===== config.mk =====
export PLATFORM = sky130hd
export DESIGN_NAME = fpdivsqrt_seq
export DESIGN_NICKNAME = d
export VERILOG_FILES = /design/src/rtl/fpdivsqrt_pkg.sv /design/src/rtl/fpdivsqrt_waitcnt.sv /design/src/rtl/fpdivsqrt_seq.sv
export SDC_FILE = /design/constraint.sdc
export NUM_CORES = 1
export LEC_CHECK = 0
export CAP_MARGIN = 10
export CORE_MARGIN = 10
export CORE_UTILIZATION = 45
export DETAILED_ROUTE_END_ITERATION = 10
export HOLD_SLACK_MARGIN = 0.03
export PLACE_DENSITY = 0.77
export SLEW_MARGIN = 20
export SYNTH_ARGS = -nofsm -noshare
export SYNTH_HDL_FRONTEND = slang
export SYNTH_HIERARCHICAL = 1
export SYNTH_SLANG_ARGS = --single-unit

===== constraint.sdc =====
create_clock -name clk -period 2.8 [get_ports clk]
set_input_delay 0.7 -clock clk [delete_from_list [all_inputs] [get_ports clk]]
set_output_delay 0.7 -clock clk [all_outputs]
set_load 0.05 [all_outputs]

===== src/rtl/fpdivsqrt_pkg.sv =====
// Shared types and constants for the FP divide/sqrt sequencer.
package fpdivsqrt_pkg;

  typedef enum logic [3:0] {
    ST_IDLE, ST_INIT, ST_MULQ, ST_MULD, ST_MULR,
    ST_REM, ST_ROUND, ST_SPECIAL, ST_DONE
  } state_e;

  localparam logic [1:0] SEL_Q   = 2'd0;
  localparam logic [1:0] SEL_D   = 2'd1;
  localparam logic [1:0] SEL_R   = 2'd2;
  localparam logic [1:0] SEL_REM = 2'd3;

  localparam int K_DIV  = 2;
  localparam int K_SQRT = 3;

  typedef struct packed {
    logic       sqrt;
    logic       prec;
    logic [1:0] rmode;
  } op_req_t;

  // Start-to-done cycles for a normal (non-special) operation.
  function automatic int op_latency(input int iters, input logic sqrt, input int mul_lat);
    return 2 + mul_lat * (iters * (sqrt ? K_SQRT : K_DIV) + 1);
  endfunction

endpackage


===== src/rtl/fpdivsqrt_waitcnt.sv =====
// Dwell counter for one multiplier pass: first/last pulses over MUL_LAT cycles.
// Wraps on the last cycle (the state changes there) and clears on flush or when idle.
module fpdivsqrt_waitcnt #(
  parameter int MUL_LAT = 2
) (
  input  logic clk,
  input  logic reset_n,
  input  logic en,
  input  logic clr,
  output logic first,
  output logic last
);
  localparam int CW = (MUL_LAT > 1) ? $clog2(MUL_LAT) : 1;
  localparam logic [CW-1:0] CNT_LAST = CW'(MUL_LAT - 1);

  logic [CW-1:0] cnt;

  always_ff @(posedge clk or negedge reset_n) begin
    if (!reset_n)                 cnt <= '0;
    else if (clr || !en || last)  cnt <= '0;
    else                          cnt <= cnt + 1'b1;
  end

  assign first = en && (cnt == '0);
  assign last  = en && (cnt == CNT_LAST);

endmodule


===== src/rtl/fpdivsqrt_seq.sv =====
// Multicycle sequencer for the Goldschmidt FP divide/sqrt datapath.
// Optional perf counters under `FPDIVSQRT_PERF_EN.
module fpdivsqrt_seq
  import fpdivsqrt_pkg::*;
#(
  parameter int ITER_DP = 4,
  parameter int ITER_SP = 3,
  parameter int MUL_LAT = 2
) (
  input  logic        clk,
  input  logic        reset_n,
  input  logic        start,
  input  logic        op_sqrt,
  input  logic        P,
  input  logic [1:0]  rm,
  input  logic [2:0]  sel_inv,
  input  logic        flush,
  input  logic        stall,
  output logic        ready,
  output logic        busy,
  output logic        done,
  output logic        ld_op,
  output logic [1:0]  mul_sel,
  output logic        mul_start,
  output logic        ld_mul,
  output logic [2:0]  iter_cnt,
  output logic        ld_result,
  output logic        P_q,
  output logic [1:0]  rm_q,
  output logic        sqrt_q
`ifdef FPDIVSQRT_PERF_EN
  ,
  output logic [31:0] perf_ops,
  output logic [31:0] perf_cycles
`endif
);

  localparam logic [2:0] LAST_IT_DP = 3'(ITER_DP - 1);
  localparam logic [2:0] LAST_IT_SP = 3'(ITER_SP - 1);

  state_e  state;
  op_req_t req;
  logic    spc_hold;
  logic    in_mul, w_first, w_last, last_iter;

  assign in_mul    = state inside {ST_MULQ, ST_MULD, ST_MULR, ST_REM};
  assign last_iter = iter_cnt == (req.prec ? LAST_IT_SP : LAST_IT_DP);

  fpdivsqrt_waitcnt #(.MUL_LAT(MUL_LAT)) u_wait (
    .clk     (clk),
    .reset_n (reset_n),
    .en      (in_mul),
    .clr     (flush),
    .first   (w_first),
    .last    (w_last)
  );

  always_ff @(posedge clk or negedge reset_n) begin
    if (!reset_n) begin
      state    <= ST_IDLE;
      req      <= '0;
      iter_cnt <= '0;
      spc_hold <= 1'b0;
    end else if (flush && state != ST_IDLE) begin
      state    <= ST_IDLE;
      iter_cnt <= '0;
      spc_hold <= 1'b0;
    end else begin
      case (state)
        ST_IDLE: if (start && !flush) begin
          req.sqrt  <= op_sqrt;
          req.prec  <= P;
          req.rmode <= rm;
          iter_cnt  <= '0;
          state     <= (sel_inv != 3'b000) ? ST_SPECIAL : ST_INIT;
        end
        ST_INIT: begin
          iter_cnt <= '0;
          state    <= ST_MULQ;
        end
        ST_MULQ: if (w_last) state <= ST_MULD;
        // An iteration ends after MULD (divide) or MULR (sqrt).
        ST_MULD, ST_MULR: if (w_last) begin
          if (state == ST_MULD && req.sqrt) state <= ST_MULR;
          else if (last_iter)               state <= ST_REM;
          else begin
            iter_cnt <= iter_cnt + 3'd1;
            state    <= ST_MULQ;
          end
        end
        ST_REM:   if (w_last) state <= ST_ROUND;
        ST_ROUND: state <= ST_DONE;
        // Special results take two cycles; the rounder is loaded on the second.
        ST_SPECIAL: begin
          spc_hold <= ~spc_hold;
          if (spc_hold) state <= ST_DONE;
        end
        ST_DONE:  if (!stall) state <= ST_IDLE;
        default:  state <= ST_IDLE;
      endcase
    end
  end

  always_comb begin
    mul_sel = SEL_Q;
    case (state)
      ST_MULD: mul_sel = SEL_D;
      ST_MULR: mul_sel = SEL_R;
      ST_REM:  mul_sel = SEL_REM;
      default: mul_sel = SEL_Q;
    endcase
  end

  assign ready     = state == ST_IDLE;
  assign busy      = state != ST_IDLE;
  assign done      = state == ST_DONE;
  assign ld_op     = state == ST_INIT;
  assign mul_start = w_first;
  assign ld_mul    = w_last;
  assign ld_result = !flush && (state == ST_ROUND || (state == ST_SPECIAL && spc_hold));
  assign P_q       = req.prec;
  assign rm_q      = req.rmode;
  assign sqrt_q    = req.sqrt;

`ifdef FPDIVSQRT_PERF_EN
  always_ff @(posedge clk or negedge reset_n) begin
    if (!reset_n) begin
      perf_ops    <= '0;
      perf_cycles <= '0;
    end else begin
      if (busy)                         perf_cycles <= perf_cycles + 32'd1;
      if (done && (!stall || flush))    perf_ops    <= perf_ops + 32'd1;
    end
  end
`endif

endmodule


==> metrics.yaml, run 1 <==
finish:
  nets: 141
  final_cell_mix: "19 x clkdlybuf4s50_1, 13 x dfrtp_1, 11 x buf_4"
  final_area_um2: 1270
  drive_gt1_frac: 0.228
  area_growth_pct: 39.3
  antenna_cells: 0
  nFillCells: 179
  multi_input_area_um2: 554
  final_common_cell: "clkdlybuf4s50_1"
  regArea_um2: 325
floorplanning:
  core_um2: 1940
  die_y_um: 65.0
  die_w_um: 65.0
  initial_utilization: 0.469
  row_count: 16
  io_pins: 28
  die_area_um2: 4220
place:
  portBuffers: 27
  dp_hpwl_um: 1980
  placed_area_um2: 1240
  gp_congestion: 0.929
route:
  wire_per_inst_um: 16.6
  drt_pass1_iterations: 4
  drt_iter0_drc: 39
  ant_nets: 0
  drc: 0
  vias: 880
  routed_via_density: 5.71
  drt_wl_total_um: 2550
clock_tree:
  hold_buffers: 0
  cts_sinks: 13
  cts_inserted_buffers: 3
  cts_setup_buffers: 0
  clock_latency_ns: 0.28
  clockRootBuffer: "clkbuf_4"
  cts_resized: 0
  cts_tree: "done"
  ctsLongestPathBuffers: 2
  cts-htree-levels: 1
  clk_pin_slew_worst_paths_ns: 0.09
run_status:
  status: "completed"
global_route:
  grt_first_pass_wirelength_um: 4130
  antenna_found_initial: 0
  overflow: 0
  grt_pass1_vias: 885
  grt_max_degree: 20
  track_usage: 0.120
sta:
  clock_skew_ns: 0.00210
  rsz0062_at_grt: "no"
  setup_viol_count_final: 0
  relSlewSlack: 0.593
  worstMarginPinSlew_ns: 0.609
  fin_crit_sh: 0.966
  slew_violations: 0
  finalHoldViolations: 0
  setup-tns-final_ns: 0
  fmax_mhz: 370
  fin_crit_ns: 2.70
worst_setup_path:
  start_kind: "flip-flop"
  rrSetupSlack_ns: 0.55
  critPathMaxFanout: 4
  arrival_ns: 2.00
  cp.required_ns: 2.10
  crit_type: "flip-flop to output port"
  end_kind: "output port"
logic_synthesis:
  synth_nets: 110
  yosysWarnings: 6
  synth-main-ff-cell: "dfrtp_1"
  seq_area_frac_synth: 0.357
  synth.distinct_cells: 45
  netlist_area_um2: 911
  syn_avg_cell_area_um2: 9.39
  synth_top_area_frac: 0.357
  synthArstFlopShare: 1.00
  netlist_instances: 97
  yosysTopAreaCell: "dfrtp_1"
  ys_seq_elements: 13
  synth_edf_count: 0
  synth_area_leaders: "dfrtp_1 36%, mux2_2 4.9%, a21oi_1 3.3%"
power_and_ir_drop:
  p_leak_nw: 0.556
  p_per_area_nw_per_um2: 1250
  vdd_drop_max_v: 0.000833
flow_run:
  maxCapViolCount: 0
hold_path:
  hp-class: "flip-flop to flip-flop"
per-layer routing:
layer	part of all wire	GRT usage	up-vias	wire, um
met3	0.071	0.0395	2	180
met5	0	0	-	0
met1	0.40	0.131	419	1030
met2	0.52	0.218	38	1330
met4	0.0051	0.0294	0	13
li1	-	-	421	-
synth_stat cells, drive strengths merged (2+ instances only):
master and number:
nor4b 2, and2 3, clkbuf 3, nand2 4, nor2 3, nor3 5
a21o 3, o22ai 2, o21ai 6, nor3b 4, and3b 2, buf 3
nor2b 3, mux2 5, a21oi 6, dfrtp 13, or3 4, mux2i 2
inv 4, nor4 2
cells by family (layout without fill, tap and decap cells):
group | count (synthesis) | in the layout | share of synthesized area
simple gates | 38 | 38 | 0.273
compound gates | 26 | 26 | 0.201
flops | 13 | 13 | 0.357
buf+inv | 10 | 40 | 0.0481
mux | 7 | 7 | 0.0879
xor+xnor | 2 | 2 | 0.0192
fa+ha+maj | 1 | 1 | 0.0137
power by group:
part | leakage, nW | internal, mW | switching [mW] | total, mW
logic | 0.371 | 0.427 | 0.714 | 1.14
registers | 0.168 | 0.256 | 0.0583 | 0.314
clock network | 0.0177 | 0.0530 | 0.0721 | 0.125
critical path, stage by stage, from the launching register on:
cell and delay, ns:
dfrtp_1 0.39, or4_4 0.59, clkdlybuf4s50_1 0.74
area by class of cell:
class	count	share of cell area
Multi-Input combinational cell	74	0.437
Sequential cell	13	0.256
Timing Repair Buffer	32	0.247
Tap cell	27	0.0266
Clock buffer	3	0.0178
Inverter	4	0.0118
Clock inverter	1	0.00394
metrics by stage:
| stage | setup WS, ns | total power [mW] | hold WS [ns] | util | std cells |
|---|---|---|---|---|---|
| after floorplan | 0.163 | 1.11 | 0.404 | - | 97 |
| after global placement | 0.344 | 1.43 | 0.453 | 0.639 | 150 |
| after detailed placement | 0.302 | 1.45 | 0.457 | 0.639 | 150 |
| after CTS | 0.101 | 1.58 | 0.470 | 0.653 | 154 |
| after global routing | 0.0601 | 1.67 | 0.501 | 0.653 | 154 |
| final | 0.0966 | 1.58 | 0.468 | 0.653 | 154 |
state kept, by name, indices dropped and copies added (netlist names):
register    count
P_q             1
iter_cnt        3
rm_q            2
spc_hold        1
sqrt_q          1
state           4
u_wait/cnt      1
worst paths after layout:
| kind | startpoint | cells after the start | end |
|---|---|---|---|
| min in group asynchronous | reset_n | 1 | u_wait/cnt |
| setup reg to reg | state[1] | 8 | state[2] |
| max in group asynchronous | reset_n | 1 | state[1] |
| setup / recovery | state[1] | 2 | busy |
| hold reg to reg | u_wait/cnt | 1 | u_wait/cnt |
| hold / removal | u_wait/cnt | 1 | u_wait/cnt |
(Power assumes the default switching activity.)
==> run 2, diff against run 1 <==
--- a/config.mk
+++ b/config.mk
@@ -11,6 +11,7 @@
 export DETAILED_ROUTE_END_ITERATION = 10
 export HOLD_SLACK_MARGIN = 0.03
 export PLACE_DENSITY = 0.77
+export SETUP_SLACK_MARGIN = 0.02
 export SLEW_MARGIN = 20
 export SYNTH_ARGS = -nofsm -noshare
 export SYNTH_HDL_FRONTEND = slang
==> results of run 2 <==
No change in the layout: final DEF, timing and power equal those of run 1.
